$ cat src/rtl/turkey_counter_n.sv
// turkey_counter_n: parametrised up/down event counter for the sensor front end.
// Counts up/dw requests into a WIDTH-bit register with parallel load, wrap or
// saturate at the limits, optional rising-edge qualification of the inputs,
// sticky overflow/underflow flags and a peak-count register.
//
// Ports:
//   clk        system clock, all state updates on its rising edge
//   R          synchronous reset, active-high
//   up, dw     increment / decrement requests
//   ld, din    load strobe and load value (Q <= din)
//   clr_flags  clears OVF/UNF and re-seeds PEAK with the next count
//   Q          current count
//   UTC, DTC   terminal counts (Q all ones / Q zero), combinational from Q
//   Z          zero flag, identical to DTC
//   OVF, UNF   sticky overflow / underflow
//   PEAK       highest value Q has held since reset or clr_flags
module turkey_counter_n #(
  parameter int unsigned WIDTH     = 8,
  parameter bit          SATURATE  = 1'b0,
  parameter bit          EDGE_MODE = 1'b0
) (
  input  logic             clk,
  input  logic             R,
  input  logic             up,
  input  logic             dw,
  input  logic             ld,
  input  logic [WIDTH-1:0] din,
  input  logic             clr_flags,
  output logic [WIDTH-1:0] Q,
  output logic             UTC,
  output logic             DTC,
  output logic             Z,
  output logic             OVF,
  output logic             UNF,
  output logic [WIDTH-1:0] PEAK
);

  localparam logic [WIDTH-1:0] CNT_MAX = '1;

  logic [WIDTH-1:0] cnt_q, cnt_d;
  logic [WIDTH-1:0] peak_q, peak_d;
  logic             ovf_q, ovf_d;
  logic             unf_q, unf_d;
  logic             up_q, dw_q;
  logic             up_e, dw_e;
  logic             inc, dec;

  // Previous-cycle copies of up/dw; cleared by reset so an input held high
  // through reset release is seen as a fresh rising edge.
  always_comb begin
    up_e = up;
    dw_e = dw;
    if (EDGE_MODE) begin
      up_e = up & ~up_q;
      dw_e = dw & ~dw_q;
    end
  end

  // Simultaneous up and down events cancel.
  assign inc = up_e & ~dw_e;
  assign dec = dw_e & ~up_e;

  always_comb begin
    cnt_d = cnt_q;
    // A clear and a new event on the same edge: the set below wins.
    ovf_d = ovf_q & ~clr_flags;
    unf_d = unf_q & ~clr_flags;
    if (ld) begin
      cnt_d = din;
    end else if (inc) begin
      if (cnt_q == CNT_MAX) begin
        ovf_d = 1'b1;
        cnt_d = SATURATE ? CNT_MAX : '0;
      end else begin
        cnt_d = cnt_q + 1'b1;
      end
    end else if (dec) begin
      if (cnt_q == '0) begin
        unf_d = 1'b1;
        cnt_d = SATURATE ? '0 : CNT_MAX;
      end else begin
        cnt_d = cnt_q - 1'b1;
      end
    end
    // Tracking the next count (not the current one) keeps PEAK >= Q.
    if (clr_flags) begin
      peak_d = cnt_d;
    end else if (cnt_d > peak_q) begin
      peak_d = cnt_d;
    end else begin
      peak_d = peak_q;
    end
  end

  always_ff @(posedge clk) begin
    if (R) begin
      cnt_q  <= '0;
      peak_q <= '0;
      ovf_q  <= 1'b0;
      unf_q  <= 1'b0;
      up_q   <= 1'b0;
      dw_q   <= 1'b0;
    end else begin
      cnt_q  <= cnt_d;
      peak_q <= peak_d;
      ovf_q  <= ovf_d;
      unf_q  <= unf_d;
      up_q   <= up;
      dw_q   <= dw;
    end
  end

  assign Q    = cnt_q;
  assign UTC  = (cnt_q == CNT_MAX);
  assign DTC  = (cnt_q == '0);
  assign Z    = DTC;
  assign OVF  = ovf_q;
  assign UNF  = unf_q;
  assign PEAK = peak_q;

endmodule

$ cat config.mk
export PLATFORM = sky130hd
export DESIGN_NAME = turkey_counter_n
export DESIGN_NICKNAME = d
export VERILOG_FILES = /design/src/rtl/turkey_counter_n.sv
export SDC_FILE = /design/constraint.sdc
export NUM_CORES = 1
export LEC_CHECK = 0
export CORE_MARGIN = 5
export CORE_UTILIZATION = 33
export DETAILED_ROUTE_END_ITERATION = 8
export HOLD_SLACK_MARGIN = 0.15
export PLACE_DENSITY = 0.58
export SETUP_SLACK_MARGIN = 0.4
export SLEW_MARGIN = 20
export SYNTH_ARGS = -nofsm -noshare
export SYNTH_HDL_FRONTEND = slang
export SYNTH_SLANG_ARGS = --single-unit
export TNS_END_PERCENT = 10
$ cat constraint.sdc
create_clock -name clk -period 4.35 [get_ports clk]
set_clock_uncertainty 0.2 [all_clocks]
set_input_delay 0.435 -clock clk [delete_from_list [all_inputs] [get_ports clk]]
set_output_delay 0.435 -clock clk [all_outputs]
set_load 0.02 [all_outputs]
-- Word level (Yosys, flattened, before mapping)
Index checks and enable logic that the tools add are counted.
- $mul: 0
- $add $sub $neg: 2
- div/mod/pow operators: 0
- magnitude comparators: 1
- reduce and logical (&&, ||, !) cells: 2
- shift operators: 0
- bitwise gates (word level): 7
- equality and inequality tests: 1
- muxes and demuxes: 14
- operator list (kind ; count):
    $mux W8 ; 7
    $add A8 B1 Y8 const B ; 1
    $eq A8 B8 Y1 const B ; 1
    $gt A8 B8 Y1 ; 1
    $logic_not A8 Y1 ; 1
    $sub A8 B1 Y8 const B ; 1
    $mux W1 ; 7
    $and A1 B1 Y1 ; 4
    $not A1 Y1 ; 3
    $reduce_bool A2 Y1 ; 1
- latch bits: 0
- memories kept: 0
- bits in writable memories: 0
- memory bits (read-only): 0
- register bits: 18
- logic and storage cells: 31
- input port bits: 14

-- Logic depth before layout (Yosys ltp)
- word-level depth: 8
- gate-level depth with buffers: 14

-- Worst setup path before layout
OpenSTA, ideal clock, no wires.
- kind: reg2reg
- from: register cnt_q[0], in the netlist Q[0]
- to: register peak_q[0], in the netlist PEAK[0]
- data arrival time: 2.950 ns
- path slack: 1.084 ns
- period minus slack after synthesis: 3.266 ns
- library setup time: 0.116 ns
- stages on the path, launching flop included: 13
- cell sequence: dfxtp_1 -> inv_1 -> ha_1 -> nor4b_4 -> and2b_1 -> o311ai_1 -> o211ai_2 -> ha_1 -> a21oi_1 -> a21oi_2 -> o41ai_4 -> nor3_1 -> a31o_1
- word-level cells in the longest chain between the ends: 7
- elaborated cells between the ends (all ways): 13
- classes of those cells: add/sub (2); order compare (1); eq/ne (1); mux (7); reduce/logical (2)
- ends and longest elaborated chain (item ; line ; text):
    start: declaration ; 40 ; logic [WIDTH-1:0] cnt_q, cnt_d;
    start signal: assignment ; 104 ; cnt_q <= cnt_d;
    $sub A8 B1 Y8 or $logic_not A8 Y1 (tied branches) ; 82, 78 ;
    $mux W8 ; 78 ; if (cnt_q == '0) begin
    $mux W8 ; 77 ; end else if (dec) begin
    $mux W8 * ; 70 ; end else if (inc) begin
    $mux W8 * ; 68 ; if (ld) begin
    named net cnt_d[3] ; 40 ;
    $gt A8 B8 Y1 * ; 88 ; end else if (cnt_d > peak_q) begin
    $reduce_bool A2 Y1 (no line) * ; - ;
    end signal: assignment ; 105 ; peak_q <= peak_d;
    end: declaration ; 41 ; logic [WIDTH-1:0] peak_q, peak_d;
Mark *: on every way through the listed nets, which the timed path passes. The rest lies on a longest branch. The select of a mux whose other input is x is not followed.
A chain may end at the register's enable or synchronous reset.

-- Final worst setup path
- from: input dw
- to: register peak_q[1], in the netlist PEAK[1]
- word-level cells in the longest chain between the ends: 6
- elaborated cells between the ends (all ways): 10
- classes of those cells: order compare (1); mux (5); bitwise (3); reduce/logical (1)
- ends and longest elaborated chain (item ; line ; text):
    start: declaration ; 25 ; input logic dw,
    $and A1 B1 Y1 or $not A1 Y1 (tied branches) ; 61, 60 ;
    $mux W8 or $and A1 B1 Y1 (tied branches) ; 77, 60 ;
    $mux W8 * ; 70 ;
    $mux W8 * ; 68 ;
    named net cnt_d[7] ; 40 ;
    $gt A8 B8 Y1 * ; 88 ;
    $reduce_bool A2 Y1 (no line) * ; - ;
Marked as above.

==> impl_metrics.tcl <==
set metrics [dict create \
    grt_pass1_vias 1360 \
    synth_edf_count 0 \
    vdd.ir_drop.worst_mv 0.2125 \
    synth_largest_area_cell "dfxtp_1" \
    ctsHoldBuffers 0 \
    post-route-drc-count 0 \
    drtIter0Drc 123 \
    final-seq-area_um2 360.3 \
    instances_no_fill 256 \
    vias 1363 \
    wirelength_um 3842 \
    core_mm2 0.004384 \
    dr.pass1.iters 4 \
    setup_violations 0 \
    syn_area_mm2 0.001495 \
    slowest_delay_ns 0.61 \
    crit_cells 12 \
    io_buffers 34 \
    crit_path_start_kind "input pin" \
    slew_violations 0 \
    maxCapViolCount 0 \
    gr-usage-all-layers_pct 12.82 \
    max_freq_mhz 277.7 \
    hp-class "flip-flop to flip-flop" \
    avgSynthCellArea_um2 8.544 \
    max_slew_margin_pct 62.64 \
    critPathArrivalTime_ns 3.55 \
    reg2reg_depth 12 \
    mappedNetlistNets 200 \
    grt-ovfl-total 0 \
    fin_nets 230 \
    async_flop_share_pct 0 \
    nFillCells 458 \
    grt_max_degree 14 \
    hold_ws_ns 0.2883 \
    avgViaCountPerCell 5.324 \
    finalSetupTns_ns 0 \
    die-area_mm2 0.005977 \
    synth_top_area_share_pct 24.10 \
    place_inst 252 \
    crit_chain "clkdlybuf4s50_1, nor2b_2, a41oi_1, o311a_1, a21oi_2, inv_1, ha_1, nand4_1, a21oi_2, o41ai_4, nor2_1, a211oi_1" \
    ys_warn_count 0 \
    ys.flop_type "dfxtp_1" \
    start_util_pct 34.10 \
    cp_slowest_cell "clkdlybuf4s50_1" \
    multiInputGateArea_um2 983.4 \
    cts_tree "built" \
    grt_pass1_wl_um 6451 \
    cts-buffers-inserted 3 \
    syn2layout_area_growth_pct 25.69 \
    cts-root-buf "clkbuf_8" \
    cp_common_cell "a21oi_2" \
    cts_setup_buffers 0 \
    layout-drive-gt1-share_pct 14.22 \
    post_synth_num_cell_types 60 \
    crit_family "compound AO/OA/AOI/OAI gates" \
    path_class "input pin to flip-flop" \
    diodes 0 \
    htree_levels 1 \
    clkSinkCount 18 \
    die_y_um 77.31 \
    final_common_cell "clkdlybuf4s50_1" \
    postLayoutCoreUtil_pct 42.87 \
    dpl.hpwl_um 3045 \
    p_leak_nw 0.7410 \
    yosys-top-cells-area "dfxtp_1 24%, ha_1 9.2%, nor2_1 4.3%, inv_1 4.0%, buf_6 3.8%" \
    ys_seq_area_share_pct 24.10 \
    cp-end-kind "flip-flop" \
    crit_required_ns 4.30 \
    cp_num_buf_inv 2 \
    antenna_found_initial 0 \
    clkSlewWorstSetupHoldPaths_ns 0.07 \
    rows 24 \
    timing.critical_path.to "PEAK[1]$_SDFFE_PP0P_" \
    worstMarginPinSlew_ns 0.5584 \
    ff2ff_setup_slack_ns 0.79 \
    p_total_uw 588.2 \
    power.density_mw_per_mm2 313.0 \
    rsz0062_at_grt "no" \
    ctsResizeCount 0 \
    cts.path.max_buffers 2 \
    r2r_start "Q[0]$_SDFF_PP0_" \
    yosys_register_bits 18 \
    crit_path_max_fanout 10 \
    place_congestion 0.7796 \
    synthCells 175 \
    post-route-min-period_ns 3.601 \
    die_w_um 77.31 \
    startpoint "dw" \
    layout_common_cells "34 x clkdlybuf4s50_1, 18 x dfxtp_1, 17 x nor2_1" \
    clk_latency_ns 0.24 \
    hold_viol_final 0 \
    routedWlPerCell_um 15.01 \
    regToRegEndpoint "PEAK[1]$_SDFFE_PP0P_" \
    fin_crit_sh_pct 82.77 \
    num_io_pins 35 \
    ant_nets 0 \
    outcome "completed" \
]
power by group:
group	total [mW]	switching, mW	internal (mW)	leakage (nW)
combinational	0.245	0.133	0.112	0.563
sequential	0.210	0.0264	0.184	0.149
clock	0.133	0.0528	0.0802	0.0288
metal layers:
layer | vias to the layer above | GRT usage (%) | wire length (µm)
met4 | 0 | 2.062 | 19
li1 | 695 | - | -
met3 | 2 | 2.225 | 198
met1 | 634 | 18.40 | 1805
met2 | 32 | 20.37 | 1819
met5 | - | 0 | 0
worst reg2reg max path: stages (launching register included):
cell and delay (ns):
dfxtp_1 0.51, inv_1 0.15, ha_1 0.27, nor4b_4 0.16
and2b_1 0.17, o311ai_1 0.35, o211ai_2 0.15, ha_1 0.35
a21oi_1 0.20, a21oi_2 0.10, o41ai_4 0.55, nor2_1 0.08
a211oi_1 0.23
cell families after synthesis:
| family | share of synthesized area, % |
|---|---|
| flip-flops | 24.10 |
| multiplexers | 0.7531 |
| AND/OR/NAND/NOR | 24.60 |
| AO/OA/AOI/OAI | 28.29 |
| buffers and inverters | 10.12 |
| adder cells (fa/ha/maj) | 9.205 |
| XOR/XNOR | 2.929 |
area by class of cell:
type                            count  share of cell area (%)
Multi-Input combinational cell    129                   52.33
Sequential cell                    18                   19.17
Timing Repair Buffer               35                   18.51
Inverter                           18                   3.595
Tap cell                           52                   3.462
Clock buffer                        4                   2.929
flip-flops by register name, summed over array words and instances, names as in the netlist:
register / count
OVF: 1
PEAK: 8
Q: 8
UNF: 1
synth_stat cells (all sizes together), types with 2 or more instances:
library cell and n:
ha 11, nand2 15, nand4b 2, nor3 6, xor2 4, o311ai 2
buf 9, o211ai 5, a31o 3, a21oi 9, nor2 18, nor2b 2
inv 18, nand3 4, dfxtp 18, o21ai 6, nand4 6, a211oi 6
and2 6
through the flow:
| stage | instance area (µm²) | setup slack, ns |
|---|---|---|
| 2_1_floorplan | 1495 | 1.084 |
| 3_3_place_gp | 1824 | 0.5324 |
| 3_5_place_dp | 1824 | 0.5091 |
| 4_1_cts | 1879 | 0.7341 |
| 5_1_grt | 1879 | 0.5221 |
| 6_report | 1879 | 0.7494 |
worst min-delay path by stage:
stage / start / end / slack, ns / cells past startpoint
final: PEAK[2]$_SDFFE_PP0P_ / PEAK[2]$_SDFFE_PP0P_ / 0.29 / 2
after global routing: PEAK[2]$_SDFFE_PP0P_ / PEAK[2]$_SDFFE_PP0P_ / 0.30 / 2
after CTS: PEAK[2]$_SDFFE_PP0P_ / PEAK[2]$_SDFFE_PP0P_ / 0.29 / 2
after detailed placement: PEAK[2]$_SDFFE_PP0P_ / PEAK[2]$_SDFFE_PP0P_ / 0.27 / 2
after global placement: PEAK[2]$_SDFFE_PP0P_ / PEAK[2]$_SDFFE_PP0P_ / 0.27 / 2
after floorplan: PEAK[2]$_SDFFE_PP0P_ / PEAK[2]$_SDFFE_PP0P_ / 0.35 / 2
No activity file was read; power rests on OpenSTA's default activity.
